## config.mk

```make
export PLATFORM = sky130hd
export DESIGN_NAME = snake_row_reader
export DESIGN_NICKNAME = d
export VERILOG_FILES = /design/src/rtl/snake_pkg.sv /design/src/rtl/snake_row_reader_flopenrn.sv /design/src/rtl/snake_row_reader.sv
export SDC_FILE = /design/constraint.sdc
export NUM_CORES = 1
export LEC_CHECK = 0
export CORE_UTILIZATION = 53
export CTS_BUF_LIST = sky130_fd_sc_hd__clkbuf_8
export DETAILED_ROUTE_END_ITERATION = 16
export PLACE_DENSITY = 0.79
export SKIP_LAST_GASP = 1
export SLEW_MARGIN = 5
export SYNTH_ARGS = -nofsm -noshare
export SYNTH_HDL_FRONTEND = slang
export SYNTH_HIERARCHICAL = 1
export SYNTH_SLANG_ARGS = --single-unit
```

## constraint.sdc

```tcl
create_clock -name clk -period 3 [get_ports clk]
set_clock_uncertainty 0.1 [all_clocks]
set_input_delay 0.3 -clock clk [delete_from_list [all_inputs] [get_ports clk]]
set_output_delay 0.3 -clock clk [all_outputs]
set_load 0.05 [all_outputs]
```

## src/rtl/snake_pkg.sv

```systemverilog
// Shared constants, segment record and reader FSM states for the snake segment store.
package snake_pkg;

  localparam int GRID_W  = 32;
  localparam int GRID_H  = 24;
  localparam int MAX_LEN = 64;

  localparam int ROW_W  = $clog2(GRID_H);
  localparam int COL_W  = $clog2(GRID_W);
  localparam int ADDR_W = $clog2(MAX_LEN);

  typedef struct packed {
    logic [ROW_W-1:0] row;
    logic [COL_W-1:0] col;
  } seg_t;

  typedef enum logic [1:0] {
    ST_IDLE,
    ST_READ,
    ST_DRAIN,
    ST_DONE
  } rd_state_t;

  // Requested lengths beyond the ring depth are truncated to the full ring.
  function automatic logic [ADDR_W:0] clamp_len(input logic [ADDR_W:0] len);
    if (len > (ADDR_W+1)'(MAX_LEN)) return (ADDR_W+1)'(MAX_LEN);
    return len;
  endfunction

endpackage

```

## src/rtl/snake_row_reader_flopenrn.sv

```systemverilog
// Enabled flop with asynchronous active-low reset; holds row_mask/collide between scans.
module flopenrn #(
  parameter int WIDTH = 1
) (
  input  logic             clk,
  input  logic             reset_n,
  input  logic             en,
  input  logic [WIDTH-1:0] d,
  output logic [WIDTH-1:0] q
);

  always_ff @(posedge clk or negedge reset_n) begin
    if (!reset_n) q <= '0;
    else if (en)  q <= d;
  end

endmodule

```

## src/rtl/snake_row_reader.sv

```systemverilog
// Walks the segment ring from head toward tail and builds the occupancy mask of one tile row.
// Optional self-collision detection is enabled by defining SNAKE_COLLIDE_EN.
module snake_row_reader
  import snake_pkg::*;
(
  input  logic                   clk,
  input  logic                   reset_n,
  input  logic                   start,
  input  logic [ROW_W-1:0]       row,
  input  logic [ADDR_W-1:0]      head_ptr,
  input  logic [ADDR_W:0]        length,
  output logic                   rd_en,
  output logic [ADDR_W-1:0]      rd_addr,
  input  logic [ROW_W+COL_W-1:0] rd_data,
  output logic                   busy,
  output logic                   done,
  output logic [GRID_W-1:0]      row_mask,
  output logic                   collide
);

  rd_state_t          state_q, state_d;
  logic [ROW_W-1:0]   row_q, row_d;
  logic [ADDR_W-1:0]  head_q, head_d;
  logic [ADDR_W:0]    len_q, len_d;
  logic [ADDR_W:0]    cnt_q, cnt_d;
  logic [GRID_W-1:0]  work_q, work_d;
  logic               rd_vld_q, rd_vld_d;
  logic [ADDR_W:0]    start_len;
  seg_t               seg;
  logic               col_ok;
  logic               hit;

`ifdef SNAKE_COLLIDE_EN
  logic               coll_q, coll_d;
`endif

  assign seg       = seg_t'(rd_data);
  assign start_len = clamp_len(length);

  // A full-width column field can never address past the grid, so no compare is needed.
  generate
    if (GRID_W >= (1 << COL_W)) begin : g_col_full
      assign col_ok = 1'b1;
    end else begin : g_col_part
      assign col_ok = ({1'b0, seg.col} < (COL_W+1)'(GRID_W));
    end
  endgenerate

  assign hit = rd_vld_q && (seg.row == row_q) && col_ok;

  // Ring walks backward from head; underflow wraps by adding the ring depth.
  always_comb begin
    if ({1'b0, head_q} >= cnt_q) rd_addr = ADDR_W'({1'b0, head_q} - cnt_q);
    else rd_addr = ADDR_W'({1'b0, head_q} + (ADDR_W+1)'(MAX_LEN) - cnt_q);
  end

  always_comb begin
    state_d  = state_q;
    row_d    = row_q;
    head_d   = head_q;
    len_d    = len_q;
    cnt_d    = cnt_q;
    work_d   = work_q;
    rd_vld_d = (state_q == ST_READ);
`ifdef SNAKE_COLLIDE_EN
    coll_d   = coll_q;
    if (hit && work_q[seg.col]) coll_d = 1'b1;
`endif
    if (hit) work_d[seg.col] = 1'b1;

    case (state_q)
      ST_IDLE: begin
        if (start) begin
          row_d   = row;
          head_d  = head_ptr;
          len_d   = start_len;
          cnt_d   = '0;
          work_d  = '0;
`ifdef SNAKE_COLLIDE_EN
          coll_d  = 1'b0;
`endif
          state_d = (start_len == '0) ? ST_DONE : ST_READ;
        end
      end
      ST_READ: begin
        cnt_d = cnt_q + (ADDR_W+1)'(1);
        if (cnt_q == len_q - (ADDR_W+1)'(1)) state_d = ST_DRAIN;
      end
      ST_DRAIN: state_d = ST_DONE;
      ST_DONE:  state_d = ST_IDLE;
      default:  state_d = ST_IDLE;
    endcase
  end

  always_ff @(posedge clk or negedge reset_n) begin
    if (!reset_n) begin
      state_q  <= ST_IDLE;
      row_q    <= '0;
      head_q   <= '0;
      len_q    <= '0;
      cnt_q    <= '0;
      work_q   <= '0;
      rd_vld_q <= 1'b0;
    end else begin
      state_q  <= state_d;
      row_q    <= row_d;
      head_q   <= head_d;
      len_q    <= len_d;
      cnt_q    <= cnt_d;
      work_q   <= work_d;
      rd_vld_q <= rd_vld_d;
    end
  end

  assign rd_en = (state_q == ST_READ);
  assign busy  = (state_q != ST_IDLE);
  assign done  = (state_q == ST_DONE);

  flopenrn #(.WIDTH(GRID_W)) u_mask_hold (
    .clk     (clk),
    .reset_n (reset_n),
    .en      (done),
    .d       (work_q),
    .q       (row_mask)
  );

`ifdef SNAKE_COLLIDE_EN
  always_ff @(posedge clk or negedge reset_n) begin
    if (!reset_n) coll_q <= 1'b0;
    else          coll_q <= coll_d;
  end

  flopenrn #(.WIDTH(1)) u_coll_hold (
    .clk     (clk),
    .reset_n (reset_n),
    .en      (done),
    .d       (coll_q),
    .q       (collide)
  );
`else
  assign collide = 1'b0;
`endif

endmodule
```

[After elaboration in Yosys (flattened, before gate mapping)]
Cells that the tools add are included.
Storage, ports and cells
  bits in registers: 92
  input port bits: 31
  output and inout port bits: 42
Operators by class
  $add $sub $neg: 5
  $lt $le $gt $ge: 4
  equal/unequal tests: 7
  multiplexer cells: 15
  bitwise operators: 1
  reductions and logical operators: 9
Operators with widths (count)
  32-bit 2-to-1 mux: 3
  32-bit bitwise OR: 1
  7-bit 2-to-1 mux: 3
  7-bit one-hot mux with 2 select lines: 1
  6-bit subtractor: 2
  2-bit one-hot mux with 4 select lines: 1
  7-bit by 1-bit adder with 7-bit output (second input constant): 1
  7-bit equality test: 1
  6-bit by 7-bit greater-or-equal comparator with 1-bit output: 1
  7-bit greater-than comparator (second input constant): 1
  7-bit logical NOT: 1
  7-bit by 1-bit subtractor with 7-bit output (second input constant): 1
  6-bit by 1-bit adder with 6-bit output (second input constant): 1
  5-bit by 6-bit < comparator with 1-bit output (second input constant): 1
  2-bit 2-to-1 mux: 3
  6-bit 2-to-1 mux: 1
  2-bit AND reduction: 3
  1-bit demux with 5-bit select: 1
  5-bit equality test: 1
  5-bit by 1-bit greater-or-equal comparator with 1-bit output (second input constant): 1
  2-bit equality test (second input constant): 2
  2-bit nonzero test: 2
  2-bit by 1-bit equality test with 1-bit output (second input constant): 1
  1-bit logical AND: 2
  other kinds (4): 5

[Longest topological paths before layout]
Gate-level depths: netlist of run 1.
  word-level depth: 8
  gate-level depth with buffers: 9

[Cells and area by module]
The synthesis of run 1 kept the hierarchy.
Modules (own cells, without submodules)
  snake_row_reader: times used 1, cells an instance 308, area an instance 2952.8 um2, sequential area each 1501.4 um2
  flopenrn: times used 1, cells an instance 68, area an instance 1345.0 um2, sequential area each 800.8 um2

[Worst setup path after synthesis of run 1]
Ideal clock, no wire load.
  path kind: register to output
  start point: reg cnt_q[0]
  end point: out rd_addr[4]
  arrival: 2.100 ns
  data required time: 2.600 ns
  setup slack: 0.500 ns
  cell stages (with the launch flop): 7
  buffers on the path: 0
  cell sequence: dfrtp_1 > ha_1 > fa_1 > inv_1 > a21o_1 > a21oi_1 > xnor2_1
Between the ends
  word-level cells in the longest chain between the ends: 2
  elaborated cells between the ends (all ways): 4
  those cells by class: add/sub: 2; order compare: 1; mux: 1
RTL lines
  start: declaration: line snake_row_reader.sv:25  | logic [ADDR_W:0] cnt_q, cnt_d;
  start signal: assignment: line snake_row_reader.sv:109  | cnt_q <= cnt_d;
  6-bit subtractor (tied with other cells): line snake_row_reader.sv:54  | else rd_addr = ADDR_W'({1'b0, head_q} + (ADDR_W+1)'(MAX_LEN) - cnt_q);
  6-bit 2-to-1 mux (*): line snake_row_reader.sv:53  | if ({1'b0, head_q} >= cnt_q) rd_addr = ADDR_W'({1'b0, head_q} - cnt_q);
  end: declaration: line snake_row_reader.sv:13  | output logic [ADDR_W-1:0] rd_addr,
Mark *: on every way between the ends. The rest lies on a longest branch, timed or not.

[Worst setup path after layout of run 1]
  start point: reg cnt_q[0]
  end point: out rd_addr[1]
The elaborated chain is that of the path after synthesis.

==> flow_summary_export.csv, run 1 <==
group,metric,value,unit
status,outcome,"complete, no violations",
synth,syn-num-nets,419,
cts,cts-root-buf,"clkbuf_8",
synth,seq_area_frac_synth,53.6,%
timing,tns,0,ps
critical_path,cp.arrival,2370,ps
cells_and_area,drive_gt1_share,13.2,%
synth,yosysMostFrequentCell,"dfrtp_1",
cts,htreeDepth,3,
grt,busiest_layer,"met2",
synth,yosysUniqueCellTypes,41,
cells_and_area,final_cell_area,5290,sq um
grt,grt_usage,22.7,%
critical_path,cp-start-kind,"flip-flop",
cells_and_area,syn2layout_area_growth,23.1,%
pwr,ir_worst_vdd,0.202,mV
floorplan,die_area,8470,sq um
cells_and_area,nNetsFinal,493,
route,first_pass_iters,4,
timing,final_hold_viol_count,0,
pwr,p_per_area,435,nW/um^2
synth,syn_area,4300,sq um
cts,clkLatencyLatePin,350,ps
critical_path,crit_path_max_fanout,7,
synth,synthArstFlopShare,100,%
grt,use_met1,31.1,%
pwr,leakage,0.00250,uW
min_path,min_path_type,"input pin to flip-flop",
timing,drv_slew,0,
floorplan,std_cell_rows,32,
synth,synth_common_cells,"dfrtp_1, nand2_1, nor2_1",
floorplan,initial_utilization,55.3,%
floorplan,pin_count,73,
placed_design,place_hpwl,5920,microns
cts,cts_buffers,9,
grt,grt_pass1_vias,3048,
cells_and_area,diodes,0,
grt,grtUsageMet3,3.15,%
floorplan,die_x,92.1,microns
cts,post_cts_buffers,0,
synth,synth.largest_area_cell,"dfrtp_1",
synth,postSynthCellCount,376,
grt,grt_overflow,0,
synth,synth_edf_count,0,
timing,setup_viol,0,
floorplan,die_height,92.1,microns
grt,grt_use_met2,35.8,%
route,routedWlPerCell,15.3,microns
grt,antenna_found_initial,0,
route,routed_wl,8530,microns
critical_path,crit_type,"flip-flop to primary output",
route,drc_errors,0,
cells_and_area,nFillCells,601,
cts,clockBufferDepth,2,
timing,rsz0062_at_grt,"no",
timing,fin_crit,2770,ps
grt,grt_pass1_wl,14800,microns
timing,finalCritPeriodShare,92.4,%
placed_design,place.port_buffers,71,
synth,avgSynthCellArea,11.4,sq um
cts,tritoncts,"yes",
route,vias_per_cell,5.28,
route,dr.first_iter.drc_count,107,
route,via_count,2939,
timing,slew_headroom,50.8,%
critical_path,worst_ep_required_time,2600,ps
placed_design,gp_congestion,0.824,
synth,yosys_warnings,6,
timing,fmax,0.361,GHz
floorplan,coreArea,7770,sq um
flow_run,timing.max_cap.violations,0,
synth,synth_top_flop_cell,"dfrtp_1",
cts,cts.clk_slew.worst_paths,90,ps
cts,cts_sinks,92,
synth,post-synth-top-area-fraction,53.6,%
grt,grt_max_degree,61,
synth,yosys-top-cells-area,"dfrtp_1, mux2_4, nand2_1",
synth,synth.ff_latch_count,92,
placed_design,post_dp_cell_area,5060,sq um
critical_path,endpoint_kind,"primary output",
timing,worst_pin_slew,738,ps
route,drt.antenna.violating_nets,0,
-- cell families after synthesis --
kind of cell	count (synthesis)	share of synthesized area (%)
xor gates and xnor gates	24	4.89
muxes	34	11.6
buffers and inverters	31	4.10
other	1	0.0873
AOI/OAI and AO/OA	54	8.65
and+or+nand+nor	128	13.5
DFF	92	53.6
adders and majority gates	12	3.67
-- final timing paths --
kind	from	endpoint	slack, ps	cells past startpoint
min in group asynchronous	reset_n	work_q[9]	440	2
max reg2reg	len_q[0]	state_q[1]	580	8
max	cnt_q[0]	rd_addr[1]	230	4
max in group asynchronous	reset_n	state_q[1]	1620	3
min	row[3]	row_q[3]	370	3
min reg2reg	head_q[3]	head_q[3]	390	2
-- routing by layer --
metal  vias up  part of all wire [%]
li1       1407                     -
met1      1435                    47
met2        81                    47
met3        16                   3.7
met4         0                   2.1
met5         -                     0
-- placed cells by master, fill, tap and decap left out, drive strengths merged, types with 2 or more instances in the layout --
master	synthesis	layout
o21a	24	24
buf	5	8
clkbuf	9	10
a31oi	2	2
nor2b	3	3
xor2	9	9
dfrtp	92	92
mux2	33	33
nand3b	8	8
nand2b	3	3
inv	17	19
xnor2	15	15
nand3	4	4
a22o	2	2
nand2	50	50
clkinv	0	2
clkdlybuf4s50	0	66
nor3	2	2
o21ai	6	6
nor2	45	45
ha	11	11
a21oi	12	12
bufinv	0	2
or3b	2	2
nor4	5	5
a21o	2	2
-- state kept, by name (all words and copies together), names as in the netlist --
register       cells
cnt_q              7
head_q             6
len_q              7
rd_vld_q           1
row_q              5
state_q            2
u_mask_hold/q     32
work_q            32
-- cell type report --
class                           count  area [sq um]  area share [%]
Inverter                           17          63.8            1.21
Tap cell                          102           128            2.41
Clock buffer                       10           138            2.60
Clock inverter                      6          86.3            1.63
Multi-Input combinational cell    253          1820            34.4
Timing Repair Buffer               77           752            14.2
Sequential cell                    92          2300            43.5
-- timing repair --
action	CTS	global route
endpoints found under the hold margin	58	0
resized for setup	1	1
setup endpoints to repair	1	1
hold buffers	1	0
-- report_power, final --
group | switching (uW) | internal [uW] | leakage (uW) | total, uW
Sequential | 12.5 | 1260 | 0.00123 | 1270
Clock | 428 | 492 | 0.000118 | 921
Combinational | 55.0 | 56.8 | 0.00115 | 112
Total | 496 | 1810 | 0.00250 | 2300
-- stage by stage --
step	util (%)	power (uW)	std cells	hold WS (ps)	setup slack, ps
CTS	68.1	2320	557	356	84.0
global placement	65.1	1400	540	303	454
finish	68.1	2300	557	366	229
floorplan	-	1330	376	-95.6	500
global route	68.1	2380	557	369	130
detailed placement	65.1	1410	540	302	384
-- critical path: stages, from the launching register on --
cell and delay (ps):
dfrtp_1 470, ha_1 250, fa_1 440, inv_1 60, clkdlybuf4s50_1 790
Power figures use the tool's default switching activity.
==> run 2: changes to the inputs <==
--- a/config.mk
+++ b/config.mk
@@ -6,9 +6,9 @@
 export NUM_CORES = 1
 export LEC_CHECK = 0
 export CORE_UTILIZATION = 53
-export CTS_BUF_LIST = sky130_fd_sc_hd__clkbuf_8
 export DETAILED_ROUTE_END_ITERATION = 16
 export PLACE_DENSITY = 0.79
+export SETUP_SLACK_MARGIN = 0.2
 export SKIP_LAST_GASP = 1
 export SLEW_MARGIN = 5
 export SYNTH_ARGS = -nofsm -noshare
==> run 2 against run 1 <==
Non-clock buffer count stayed put; setup slack better by 150 ps; sequential power about the same; critical path depth increased by 2; register-to-register slack is essentially flat; largest power group unchanged; largest cell class unchanged; highest routed layer unchanged; clock power about the same; power rose by 0.13%; flip-flop and latch count is the same; global-route usage unchanged; design area is essentially flat.
==> flow_summary_export.csv, run 2 (same netlist as run 1, synthesis figures left out) <==
group,metric,value,unit
grt,grtUsageMet3,3.15,%
min_path,min_path_type,"input pin to flip-flop",
route,routedWlPerCell,15.3,microns
floorplan,pin_count,73,
timing,fmax,0.381,GHz
route,dr.first_iter.drc_count,108,
floorplan,coreArea,7770,sq um
cells_and_area,nNetsFinal,493,
cells_and_area,final_cell_area,5290,sq um
pwr,combPwrFrac,4.8,%
cts,cts_sinks,92,
critical_path,cp.arrival,2220,ps
timing,worst_pin_slew,739,ps
placed_design,post_dp_cell_area,5060,sq um
cts,clkLatencyLatePin,350,ps
grt,grt_max_degree,61,
pwr,seq_power_share,55.1,%
critical_path,path_buf_inv,2,
route,via_count,2929,
grt,grt_use_met2,35.8,%
grt,grt_usage,22.7,%
grt,busiest_layer,"met2",
critical_path,worst_ep_required_time,2600,ps
timing,tns,0,ps
floorplan,die_x,92.1,microns
timing,finalCritPeriodShare,87.4,%
critical_path,max_stage_delay,530,ps
pwr,switchingPower,496,uW
pwr,leakage,0.00249,uW
floorplan,initial_utilization,55.3,%
floorplan,die_height,92.1,microns
cells_and_area,regArea,2300,sq um
cells_and_area,drive_gt1_share,13.4,%
placed_design,gp_congestion,0.824,
cells_and_area,nFillCells,602,
grt,grt_pass1_wl,14800,microns
placed_design,place.port_buffers,71,
timing,rsz0062_at_grt,"no",
placed_design,place_hpwl,5920,microns
timing,drv_slew,0,
grt,antenna_found_initial,0,
floorplan,die_area,8470,sq um
timing,slew_headroom,50.7,%
critical_path,crit_path_max_fanout,6,
floorplan,std_cell_rows,32,
cts,cts_buffers,9,
grt,grt_overflow,0,
route,vias_per_cell,5.26,
route,drc_errors,0,
critical_path,crit_type,"flip-flop to primary output",
critical_path,endpoint_kind,"primary output",
grt,use_met1,31.1,%
timing,setup_viol,0,
cells_and_area,mostFrequentLayoutCells,"dfrtp_1, clkdlybuf4s50_1, nand2_1, nor2_1, mux2_4",
cells_and_area,syn2layout_area_growth,23.1,%
grt,grt_pass1_vias,3048,
critical_path,crit_family,"buffers and inverters",
cells_and_area,diodes,0,
cts,tritoncts,"yes",
route,routed_wl,8510,microns
critical_path,cpMaxStageDelayCell,"clkdlybuf4s15_1",
cts,htreeDepth,3,
timing,final_hold_viol_count,0,
pwr,ir_worst_vdd,0.201,mV
cells_and_area,multi_input_area,1820,sq um
pwr,p_per_area,436,nW/um^2
cts,cts.clk_slew.worst_paths,90,ps
cells_and_area,final_util,68.1,%
route,first_pass_iters,4,
status,outcome,"complete, no violations",
critical_path,cp-start-kind,"flip-flop",
cts,clockBufferDepth,2,
cells_and_area,reg.largest.list,"u_mask_hold/q: 32 flops, work_q: 32 flops",
route,drt.antenna.violating_nets,0,
pwr,swShare,21.5,%
critical_path,critical_path.cell_chain,"inv_1, ha_1, a21o_1, a21oi_1, xnor2_1, clkdlybuf4s15_1",
pwr,power.internal,1810,uW
cells_and_area,layout_commonest_cell,"dfrtp_1",
cts,cts-root-buf,"clkbuf_8",
flow_run,timing.max_cap.violations,0,
pwr,clkPwrFrac,40.0,%
timing,fin_crit,2620,ps
## run 2: routing by layer
metal / routed length (microns) / share of wire (%)
met1: 3990 / 47
met2: 4060 / 48
met3: 309 / 3.6
met4: 155 / 1.8
met5: 0 / 0
## run 2: cell type report
cell class                 count  share of cell area [%]
sequential                    92                    43.5
timing repair buffer          77                    14.2
clock inverter                 5                    1.56
multi-input combinational    253                    34.4
inverter                      17                    1.21
tap                          102                    2.41
clock buffer                  11                    2.67
## run 2: stage by stage
stage | std cells | power, uW | setup slack (ps) | hold WS (ps)
after floorplan | 376 | 1330 | 500 | -95.6
after global placement | 540 | 1400 | 454 | 303
after detailed placement | 540 | 1410 | 384 | 302
after CTS | 557 | 2330 | 209 | 356
after global routing | 557 | 2390 | 215 | 369
final | 557 | 2310 | 378 | 365
## run 2: power groups by stage
stage               Sequential, uW  Combinational (uW)  Clock (uW)
floorplan                     1290                33.9           0
global placement              1290                 109           0
detailed placement            1300                 112           0
CTS                           1270                 114         943
global route                  1270                 125         989
finish                        1270                 112         924
## run 2: what timing repair did
item | CTS | global route
buffers inserted | 0 | 0
endpoints found under the hold margin | 58 | 0
setup endpoints to repair | 2 | 3
resized for setup | 2 | 3
hold buffers | 1 | 0
## run 2: final timing paths
check                                  end  slack (ps)  cells past startpoint       from
worst min-delay path              row_q[3]         370                      3     row[3]
worst max-delay path            rd_addr[3]         380                      6   cnt_q[1]
min in group asynchronous        work_q[9]         440                      2    reset_n
max in group asynchronous         cnt_q[1]        1620                      3    reset_n
worst max register to register  state_q[1]         580                      8   len_q[0]
worst min register to register   head_q[3]         390                      2  head_q[3]
## run 2: worst reg2reg max path: cells and delay by family (launching register included)
| kind | cells | cell delay [ps] |
|---|---|---|
| buffers and inverters | 1 | 70 |
| flip-flops | 1 | 380 |
| multiplexers | 1 | 310 |
| adder cells (fa/ha/maj) | 1 | 300 |
| XOR/XNOR | 1 | 150 |
| AND/OR/NAND/NOR | 3 | 740 |
| AO/OA/AOI/OAI | 1 | 260 |
==> run 3: changes to the inputs <==
--- a/config.mk
+++ b/config.mk
@@ -8,10 +8,10 @@
 export CORE_UTILIZATION = 53
 export DETAILED_ROUTE_END_ITERATION = 16
 export PLACE_DENSITY = 0.79
+export RECOVER_POWER = 50
 export SETUP_SLACK_MARGIN = 0.2
 export SKIP_LAST_GASP = 1
 export SLEW_MARGIN = 5
 export SYNTH_ARGS = -nofsm -noshare
 export SYNTH_HDL_FRONTEND = slang
-export SYNTH_HIERARCHICAL = 1
 export SYNTH_SLANG_ARGS = --single-unit
==> run 3 against run 2 <==
Area after synthesis shrank 3.7%; core utilization increased by 1.6 points; via count grew 3.4%; register-to-register slack worse by 30 ps; sequential share of layout area grew 1.1 points; maximum frequency is 1.1% lower; critical path depth is the same; global-route usage shrank 0.95 points; clock-buffer cell count fell by 1; clock power decreased by 13%.
==> flow_summary_export.csv, run 3 <==
group,metric,value,unit
min_path,min_path_type,"input pin to flip-flop",
synth,syn_area,4140,sq um
critical_path,r2r_slack,550,ps
cts,cts_buffers,9,
cts,cts_sinks,92,
grt,grt_max_degree,56,
placed_design,place_hpwl,5760,microns
pwr,leakage,0.00247,uW
timing,finalCritPeriodShare,88.3,%
floorplan,die_area,8170,sq um
pwr,ir_worst_vdd,0.733,mV
floorplan,die_height,90.4,microns
grt,busiest_layer,"met2",
timing,setup_slack,350,ps
critical_path,worst_ep_required_time,2600,ps
route,vias_per_cell,5.42,
critical_path,cpMaxStageDelayCell,"clkdlybuf4s15_1",
placed_design,place.port_buffers,71,
synth,synthArstFlopShare,100,%
synth,yosysUniqueCellTypes,44,
grt,antenna_found_initial,0,
floorplan,initial_utilization,55.9,%
timing,setup_viol,0,
grt,grt_pass1_wl,14200,microns
route,via_count,3028,
critical_path,path_buf_inv,2,
route,first_pass_iters,4,
cells_and_area,drive_gt1_share,14.6,%
critical_path,max_stage_delay,510,ps
cells_and_area,reg.largest.list,"u_mask_hold.q: 32 flops, work_q: 32 flops",
synth,syn-num-nets,423,
cells_and_area,diodes,0,
cells_and_area,mostFrequentLayoutCells,"dfrtp_1, clkdlybuf4s50_1, nor2_1, nand2_1, a21oi_1",
synth,postSynthCellCount,380,
critical_path,critical_path.cell_chain,"inv_1, ha_1, a21o_1, a21oi_1, xnor2_1, clkdlybuf4s15_1",
floorplan,die_x,90.4,microns
min_path,worstHoldStart,"row[4]",
synth,avgSynthCellArea,10.9,sq um
pwr,p_per_area,886,nW/um^2
route,drt.antenna.violating_nets,0,
timing,fin_crit,2650,ps
route,routed_wl,8210,microns
cells_and_area,nNetsFinal,498,
critical_path,endpoint_kind,"primary output",
placed_design,gp_congestion,0.839,
grt,use_met1,31.7,%
flow_run,timing.max_cap.violations,0,
route,dr.first_iter.drc_count,160,
cts,htreeDepth,3,
critical_path,crit_type,"flip-flop to primary output",
critical_path,crit_path_max_fanout,7,
critical_path,crit_start,"cnt_q[1]",
cts,post_cts_buffers,0,
critical_path,reg2regPathDepth,8,
cts,tritoncts,"yes",
critical_path,crit_family,"buffers and inverters",
timing,drv_slew,0,
min_path,holdPathStages,3,
timing,slew_headroom,28.0,%
synth,synth.largest_area_cell,"dfrtp_1",
synth,post-synth-top-area-fraction,55.6,%
synth,yosysMostFrequentCell,"dfrtp_1",
min_path,whs_endpoint,"row_q[4]",
timing,rsz0062_at_grt,"no",
grt,grt_pass1_vias,2981,
cells_and_area,syn2layout_area_growth,24.8,%
synth,yosys_warnings,0,
synth,synth.ff_latch_count,92,
grt,grt_usage,21.7,%
synth,yosys-top-cells-area,"dfrtp_1, mux2_2, xnor2_1",
cells_and_area,layout_commonest_cell,"dfrtp_1",
grt,grt_overflow,0,
route,routedWlPerCell,14.7,microns
cts,cts.clk_slew.worst_paths,90,ps
route,drc_errors,0,
floorplan,coreArea,7410,sq um
placed_design,place_ws,416,ps
cts,clkLatencyLatePin,350,ps
synth,seq_area_frac_synth,55.6,%
grt,grt_use_met2,34.0,%
critical_path,r2r-end,"state_q[1]",
timing,fmax,0.377,GHz
timing,final_hold_viol_count,0,
critical_path,cp-start-kind,"flip-flop",
synth,synth_common_cells,"dfrtp_1, nor2_1, nand2_1",
floorplan,std_cell_rows,31,
floorplan,pin_count,73,
synth,synth_top_flop_cell,"dfrtp_1",
critical_path,timing.rr.start,"len_q[0]",
critical_path,critical_path_depth,6,
timing,tns,0,ps
cts,cts-root-buf,"clkbuf_8",
timing,worst_pin_slew,1080,ps
critical_path,cp.arrival,2250,ps
grt,grtUsageMet3,3.03,%
status,outcome,"complete, no violations",
cts,clockBufferDepth,2,
synth,synth_edf_count,0,
[run 3: cell types whose count changed after synthesis, moves of 3 or more]
cell	delta
a21oi_1	+24
buf_1	+6
buf_12	-3
inv_1	+3
mux2_2	+30
mux2_4	-30
nand2_1	-5
nand2b_1	-3
nor3b_1	+3
o21a_1	-24
xnor2_1	+7
xor2_1	-7
[run 3: area by class of cell]
class / instances / area (sq um)
clock inverter: 6 / 53.8
tap: 99 / 124
fill: 564 / 2240
clock buffer: 10 / 138
inverter: 20 / 75.1
sequential: 92 / 2300
multi-input combinational: 254 / 1710
timing repair buffer: 78 / 764
[run 3: kinds of logic (layout without fill, tap and decap cells)]
kind of cell / after synthesis / count (layout) / synth area share (%)
mux: 34 / 34 / 9.31
other cells: 1 / 1 / 0.0906
xor+xnor: 25 / 25 / 5.47
flops: 92 / 92 / 55.6
fa+ha+maj: 12 / 12 / 3.81
simple gates: 125 / 125 / 14.1
buf+inv: 34 / 114 / 3.17
compound gates: 57 / 57 / 8.37
[run 3: how the worst max path moves through the flow]
stage                  to  slack, ps
2_1_floorplan  rd_addr[4]        500
3_3_place_gp   rd_addr[3]        450
3_5_place_dp   rd_addr[3]        420
4_1_cts        rd_addr[1]        210
5_1_grt        rd_addr[5]        200
6_report       rd_addr[3]        350
[run 3: timing repair]
action	in CTS	in global routing
resized for setup	2	2
setup endpoints to repair	2	2
pin swaps	0	0
hold buffers	1	0
endpoints found under the hold margin	43	0
[run 3: through the flow]
step	cell area, sq um	hold slack [ps]	std cells	power [uW]	utilization (%)
CTS	5160	363	559	4600	69.7
finish	5160	370	559	4570	69.7
global placement	4970	223	542	3790	67.0
detailed placement	4970	226	542	3840	67.0
global route	5160	387	559	4860	69.7
floorplan	4140	-95.6	380	3250	-
[run 3: where the power goes]
group / total [uW] / switching [uW] / internal (uW)
combinational: 2200 / 1370 / 837
sequential: 1570 / 158 / 1410
clock: 801 / 462 / 339
total: 4570 / 1990 / 2590
[run 3: worst reg2reg max path, cell delays in order, from the launching register on]
cell	delay [ps]
dfrtp_1	420
inv_1	80
ha_1	300
xnor2_1	130
a211oi_1	390
nand3_4	110
o41ai_4	430
mux2_4	350
o211ai_2	70
[run 3: layer usage]
metal | share of wire, % | vias to the layer above
met5 | 0 | -
met2 | 49 | 96
met4 | 0.79 | 0
met1 | 45 | 1492
li1 | - | 1431
met3 | 4.5 | 9
